==> src/rtl/bcd_conv.sv <==
// bcd_conv: sequential binary-to-BCD converter (shift-add-3 / double dabble).
// A write (bcd_cs && bcd_write) captures a 16-bit value. Sixteen shift
// cycles then produce five BCD digits. Those digits are committed to the
// display outputs in a single step.
// Writes that arrive while busy go to a one-deep pending buffer, where the
// latest write wins. Overwriting a buffered value sets the sticky bcd_drop flag.
// Optional feature macro: BCD_BLANK_EN adds the bcd_blank leading-zero mask.
module bcd_conv #(
    parameter int DATA_W = 16,
    parameter int DIGITS = 5
) (
    input  logic                  bcd_clk,
    input  logic                  bcd_rst_n,
    input  logic [DATA_W-1:0]     bcd_wdata,
    input  logic                  bcd_cs,
    input  logic                  bcd_write,
    output logic [4*DIGITS-1:0]   bcd_digits,
    output logic [2:0]            bcd_ndigits,
    output logic                  bcd_busy,
    output logic                  bcd_done,
    output logic                  bcd_drop
`ifdef BCD_BLANK_EN
    ,
    output logic [DIGITS-1:0]     bcd_blank
`endif
);

    localparam logic [1:0] IDLE   = 2'd0;
    localparam logic [1:0] SHIFT  = 2'd1;
    localparam logic [1:0] COMMIT = 2'd2;

    logic [1:0]            state;
    logic [DATA_W-1:0]     bin;
    logic [4*DIGITS-1:0]   bcd;
    logic [3:0]            cnt;
    logic                  pend_valid;
    logic [DATA_W-1:0]     pend_data;

    logic                  wr;
    logic [4*DIGITS-1:0]   adj;
    logic [4*DIGITS+DATA_W-1:0] shifted;
    logic [2:0]            nd_next;
`ifdef BCD_BLANK_EN
    logic [DIGITS-1:0]     blank_next;
`endif

    assign wr = bcd_cs && bcd_write;

    // Add-3 correction on every nibble >= 5, then one left shift of {bcd, bin}
    always_comb begin
        adj = bcd;
        for (int i = 0; i < DIGITS; i++) begin
            if (bcd[4*i +: 4] >= 4'd5) begin
                adj[4*i +: 4] = bcd[4*i +: 4] + 4'd3;
            end
        end
        shifted = {adj[4*DIGITS-2:0], bin, 1'b0};
    end

    // Significant digit count: position of the highest nonzero nibble plus one
    always_comb begin
        nd_next = 3'd1;
        for (int i = 1; i < DIGITS; i++) begin
            if (bcd[4*i +: 4] != 4'd0) begin
                nd_next = 3'(i + 1);
            end
        end
    end

`ifdef BCD_BLANK_EN
    // Leading-zero mask: bit i set when nibble i and everything above it is zero
    always_comb begin
        logic higher_zero;
        higher_zero = 1'b1;
        blank_next  = '0;
        for (int i = DIGITS - 1; i >= 1; i--) begin
            higher_zero   = higher_zero && (bcd[4*i +: 4] == 4'd0);
            blank_next[i] = higher_zero;
        end
    end
`endif

    // Control FSM, shift engine, pending buffer and committed display outputs
    always_ff @(posedge bcd_clk or negedge bcd_rst_n) begin
        if (!bcd_rst_n) begin
            state       <= IDLE;
            bin         <= '0;
            bcd         <= '0;
            cnt         <= '0;
            pend_valid  <= 1'b0;
            pend_data   <= '0;
            bcd_digits  <= '0;
            bcd_ndigits <= 3'd1;
            bcd_busy    <= 1'b0;
            bcd_done    <= 1'b0;
            bcd_drop    <= 1'b0;
`ifdef BCD_BLANK_EN
            bcd_blank   <= 5'b11110;
`endif
        end else begin
            bcd_done <= 1'b0;
            case (state)
                IDLE: begin
                    if (wr) begin
                        bin      <= bcd_wdata;
                        bcd      <= '0;
                        cnt      <= '0;
                        bcd_busy <= 1'b1;
                        state    <= SHIFT;
                    end
                end
                SHIFT: begin
                    bcd <= shifted[4*DIGITS+DATA_W-1:DATA_W];
                    bin <= shifted[DATA_W-1:0];
                    cnt <= cnt + 4'd1;
                    if (cnt == 4'd15) begin
                        state <= COMMIT;
                    end
                    if (wr) begin
                        pend_data  <= bcd_wdata;
                        pend_valid <= 1'b1;
                        if (pend_valid) begin
                            bcd_drop <= 1'b1;
                        end
                    end
                end
                COMMIT: begin
                    bcd_digits  <= bcd;
                    bcd_ndigits <= nd_next;
                    bcd_done    <= 1'b1;
`ifdef BCD_BLANK_EN
                    bcd_blank   <= blank_next;
`endif
                    pend_valid  <= 1'b0;
                    if (wr || pend_valid) begin
                        // A write on this edge supersedes any buffered value.
                        bin      <= wr ? bcd_wdata : pend_data;
                        bcd      <= '0;
                        cnt      <= '0;
                        bcd_busy <= 1'b1;
                        state    <= SHIFT;
                        if (wr && pend_valid) begin
                            bcd_drop <= 1'b1;
                        end
                    end else begin
                        bcd_busy <= 1'b0;
                        state    <= IDLE;
                    end
                end
                default: begin
                    state    <= IDLE;
                    bcd_busy <= 1'b0;
                end
            endcase
        end
    end

endmodule
==> config.mk <==
export PLATFORM = sky130hd
export DESIGN_NAME = bcd_conv
export DESIGN_NICKNAME = d
export VERILOG_FILES = /design/src/rtl/bcd_conv.sv
export SDC_FILE = /design/constraint.sdc
export NUM_CORES = 1
export LEC_CHECK = 0
export ABC_AREA = 1
export CAP_MARGIN = 20
export CORE_ASPECT_RATIO = 1.5
export CORE_MARGIN = 5
export CORE_UTILIZATION = 57
export CTS_CLUSTER_DIAMETER = 60
export DETAILED_ROUTE_END_ITERATION = 12
export GPL_TIMING_DRIVEN = 0
export HOLD_SLACK_MARGIN = 0.1
export PLACE_DENSITY = 0.82
export SLEW_MARGIN = 0
export SYNTH_ARGS = -nofsm -noshare
export SYNTH_HDL_FRONTEND = slang
export SYNTH_SLANG_ARGS = --single-unit
==> constraint.sdc <==
create_clock -name bcd_clk -period 1.55 [get_ports bcd_clk]
set_input_delay 0.155 -clock bcd_clk [delete_from_list [all_inputs] [get_ports bcd_clk]]
set_output_delay 0.155 -clock bcd_clk [all_outputs]
set_load 0.05 [all_outputs]
Yosys cells after proc, flatten, opt, wreduce, memory -nomap -nowiden

Index checks and enable logic that the tools add are counted.

Reductions and logical operators: 15
Equal/unequal tests: 9
Mux-type cells: 33
Add/subtract/negate cells: 6
Bitwise logic cells: 1
Order comparisons: 5

Operators by type and width:

| operator            | number |
|---|---|
| $pmux 20 s3         | 1 |
| $mux 16             | 3 |
| $pmux 16 s3         | 1 |
| $mux 20             | 2 |
| $mux 4              | 6 |
| $ge 4x3->1 const B  | 5 |
| $add 4x2->4 const B | 4 |
| $reduce_bool 4->1   | 4 |
| $mux 3              | 4 |
| $ne 2x2->1 const B  | 6 |
| $pmux 4 s3          | 1 |
| $mux 1              | 8 |
| $mux 2              | 3 |
| $pmux 2 s3          | 1 |
| $reduce_and 2->1    | 3 |
| $reduce_and 5->1    | 1 |
| $add 4x1->4 const B | 1 |
| $eq 4x4->1 const B  | 1 |
| $pmux 1 s2          | 2 |
| $add 3x2->3 const B | 1 |
| $pmux 1 s3          | 1 |
| $reduce_and 3->1    | 1 |
| $reduce_bool 3->1   | 1 |
| $eq 2x1->1 const B  | 1 |
| other kinds (6)     | 7 |

Output and inout port bits: 26
Logic and storage cells: 80
Bits in registers: 85
Input port bits: 20

Longest topological paths before layout

Depth after elaboration: 5
Gate-level depth with buffers: 10
Depth with buffers taken out: 10

Least setup slack after synthesis

No wires, ideal clock.

Kind: register -> register
Start point: reg state[0]
End point: reg bin[10]
Path slack: 0.124 ns
Data required time: 1.434 ns
Clock period less this slack: 1.426 ns
Library setup time: 0.116 ns
Stages on the path, launching flop included: 9
Arrival time: 1.310 ns
Buffers on the path: 1
Cells stage by stage: dfrtp_1 -> inv_1 -> ha_1 -> nand3_2 -> nand3_4 -> inv_2 -> buf_6 -> nand2_1 -> nand2_1

Longest elaborated chain between the ends: 3
Elaborated cells on any way between the ends: 8
Classes of those cells: eq/ne: 4; mux: 1; reduce/logical: 3

Ends and longest elaborated chain:

| item                                                                    | RTL line | source |
|---|---|---|
| start, declared                                                         | 32       | `logic [1:0] state;` |
| start signal, assigned                                                  | 86       | `state <= IDLE;` |
| start signal, assigned                                                  | 109      | `state <= SHIFT;` |
| start signal, assigned                                                  | 117      | `state <= COMMIT;` |
| $eq 2x2->1, or another cell as far along                                | 102      | `case (state)` |
| $ne 2x2->1 (no source line) / $reduce_bool 3->1 (equally long branches) | n/a      |  |
| $reduce_and 3->1 (no source line)                                       | n/a      |  |
| end signal, assigned                                                    | 105      | `bin <= bcd_wdata;` |
| end signal, assigned                                                    | 114      | `bin <= shifted[DATA_W-1:0];` |
| end signal, assigned                                                    | 137      | `bin <= wr ? bcd_wdata : pend_data;` |
| end, declared                                                           | 33       | `logic [DATA_W-1:0] bin;` |

Several ways; a longest one is shown, not always the timed one.
A chain may end at the register's enable or synchronous reset.

Worst setup path in the final report

Start point: reg state[0]
End point: reg bin[11]

Same word-level chain as after synthesis.

==> results.sh <==
export IMPL_netlist_top_cells_area="dfrtp_1 46%, nand2_1 20%, o21ai_0 8.7%"
export IMPL_clock_latency_ns=0.34
export IMPL_die_area_mm2=0.00990
export IMPL_async_flop_share=1.00
export IMPL_grt_max_degree=59
export IMPL_core_mm2=0.00791
export IMPL_fin_nets=716
export IMPL_grt_pass1_vias=4031
export IMPL_cts_tree="yes"
export IMPL_clock_fmax_mhz=671
export IMPL_avgSynthCellArea_um2=7.43
export IMPL_yosysTopAreaCellShare=0.462
export IMPL_status="finished clean"
export IMPL_worstSetupEndpointType="flop"
export IMPL_ys_seq_elements=85
export IMPL_diodes=0
export IMPL_worst_slack_ns=0.0590
export IMPL_maxCapViolations=0
export IMPL_worstSetupPathType="flop to flop"
export IMPL_syn2layout_area_growth_pct=23.1
export IMPL_die_x_um=82.9
export IMPL_finalHoldViolations=0
export IMPL_io_buffers=45
export IMPL_antenna_found_initial=0
export IMPL_final_common_cell="nand2_1"
export IMPL_final_setup_skew_ns=0.00694
export IMPL_synth_ff_type="dfrtp_1"
export IMPL_setup_violations=0
export IMPL_tightest_slew_ns=0.527
export IMPL_irDropWorstVdd_mv=1.13
export IMPL_clock_tree_root_cell="clkbuf_16"
export IMPL_clkTransAtPathRegs_ns=0.06
export IMPL_start_util=0.575
export IMPL_powerDensity_mw_per_mm2=1620
export IMPL_ant_nets=0
export IMPL_ys_types=26
export IMPL_syn_area_mm2=0.00455
export IMPL_routed_wl_um=10600
export IMPL_cp_arrival_ns=1.73
export IMPL_cts_inserted_buffers=9
export IMPL_globalRouteOverflowTotal=0
export IMPL_hpwl_um=7370
export IMPL_slew_violations=0
export IMPL_period_minus_slack_ns=1.49
export IMPL_final_cell_mix="241 x nand2_1, 82 x dfrtp_1, 81 x inv_1"
export IMPL_post_route_util=0.708
export IMPL_synth_top_area_cell="dfrtp_1"
export IMPL_pre_cts_ws_ns=-0.252
export IMPL_hp_class="input port to asynchronous set/reset pin"
export IMPL_via_count=4078
export IMPL_drive_gt1_frac=0.105
export IMPL_htree_num_levels=3
export IMPL_rsz0062_at_grt="no"
export IMPL_drt_pass1_iterations=5
export IMPL_worst_path_max_fanout=10
export IMPL_grt_pass1_wl_um=17900
export IMPL_cts_buffer_depth=2
export IMPL_wl_per_cell_um=13.5
export IMPL_pin_count=46
export IMPL_critPathLaunchType="flop"
export IMPL_post_route_period_util=0.962
export IMPL_fillers=647
export IMPL_synth_cells=612
export IMPL_synthesis_nets=649
export IMPL_drc=0
export IMPL_p_leak_nw=2.99
export IMPL_cp_required_ns=1.78
export IMPL_worstRegToRegCells=8
export IMPL_clock_sinks=85
export IMPL_rows=40
export IMPL_gr_usage_all_layers=0.223
export IMPL_drt_initial_drc_count=247
export IMPL_slew_headroom=0.650
export IMPL_die_h_um=119
export IMPL_via_per_inst=5.17
export IMPL_yosysWarnings=0
export IMPL_seq_area_frac_synth=0.468
export IMPL_synth_edf_count=0
export IMPL_gp_congestion=0.866
==> per-layer routing <==
layer / share of wire / track usage / vias up
met5: 0 / 0 / -
met4: 0.032 / 0.121 / 0
met3: 0.045 / 0.0609 / 31
met2: 0.53 / 0.395 / 112
met1: 0.39 / 0.238 / 1896
li1: - / - / 2039
==> area by class of cell <==
class                           instances  area (um^2)  area share
Sequential cell                        85         2130       0.380
Multi-Input combinational cell        418         2020       0.360
Buffer                                 22          159      0.0284
Clock buffer                           13          270      0.0483
Inverter                               87          327      0.0583
Clock inverter                          3         42.5     0.00760
Timing Repair Buffer                   56          524      0.0936
Tap cell                              105          131      0.0235
==> metrics by stage <==
stage                     setup TNS, ns  total power (W)  instances  area, um^2  hold slack, ns
after floorplan                       0          0.00555        612        4550          -0.141
after global placement          -231.44          0.00638        762        5130           0.455
after detailed placement          -7.56          0.00653        763        5150           0.103
after CTS                             0          0.00889        782        5510           0.281
after global routing                  0          0.00970        789        5600           0.324
final                                 0          0.00909        789        5600           0.274
==> final timing paths <==
kind	slack [ns]	startpoint	to
setup / recovery	0.06	state[0]	bin[11]
hold / removal	0.27	bcd_rst_n	bcd_digits[15]
setup reg to reg	0.06	state[0]	bin[11]
hold reg to reg	0.47	bcd_digits[10]	bcd_digits[10]
max in group asynchronous	0.65	bcd_rst_n	bcd_ndigits[0]
min in group bcd_clk	0.42	bcd_wdata[0]	pend_data[0]
==> flip-flops by register name, indices dropped and copies added, names as in the netlist <==
| name | cells |
|---|---|
| bcd | 20 |
| bcd_digits | 20 |
| bin | 16 |
| pend_data | 16 |
| cnt | 4 |
| bcd_ndigits | 3 |
| state | 2 |
| bcd_busy | 1 |
| bcd_done | 1 |
| bcd_drop | 1 |
| pend_valid | 1 |
==> cells by family after synthesis <==
| group | synth area share |
|---|---|
| AO/OA/AOI/OAI | 0.0990 |
| adder cells (fa/ha/maj) | 0.0468 |
| flip-flops | 0.468 |
| AND/OR/NAND/NOR | 0.284 |
| buffers and inverters | 0.102 |
==> critical path, stage by stage (launching register included) <==
cell and delay [ns]:
dfrtp_2 0.45, inv_2 0.11, ha_4 0.18, nand3_4 0.10, nand3_4 0.15, inv_2 0.10
buf_6 0.15, nand2_1 0.08, nand2_1 0.05
==> repair_timing <==
action | CTS | global route
endpoints found under the setup margin | 96 | 39
pin swaps | 0 | 3
endpoints found under the hold margin | 27 | 0
cloned | 0 | 1
hold buffers | 1 | 0
setup buffers | 2 | 6
gates resized for setup | 39 | 20
==> cells in the mapped netlist, types with 2 or more instances <==
cell type,number
buf_4,8
nand4_1,3
clkbuf_1,5
buf_2,7
inv_2,3
inv_1,84
dfrtp_1,84
ha_1,17
nand3_2,2
a21oi_1,4
nand3_1,49
buf_6,2
nand2_1,241
nand2_2,2
nand3b_1,2
o21ai_1,2
o21ai_0,79
nor2_1,10
==> where the power goes <==
group,total (W),switching [W],internal [W]
clock network,0.00223,0.000853,0.00138
logic,0.00377,0.00238,0.00139
registers,0.00309,0.000325,0.00276
total,0.00909,0.00356,0.00553
Power figures use the tool's default switching activity.
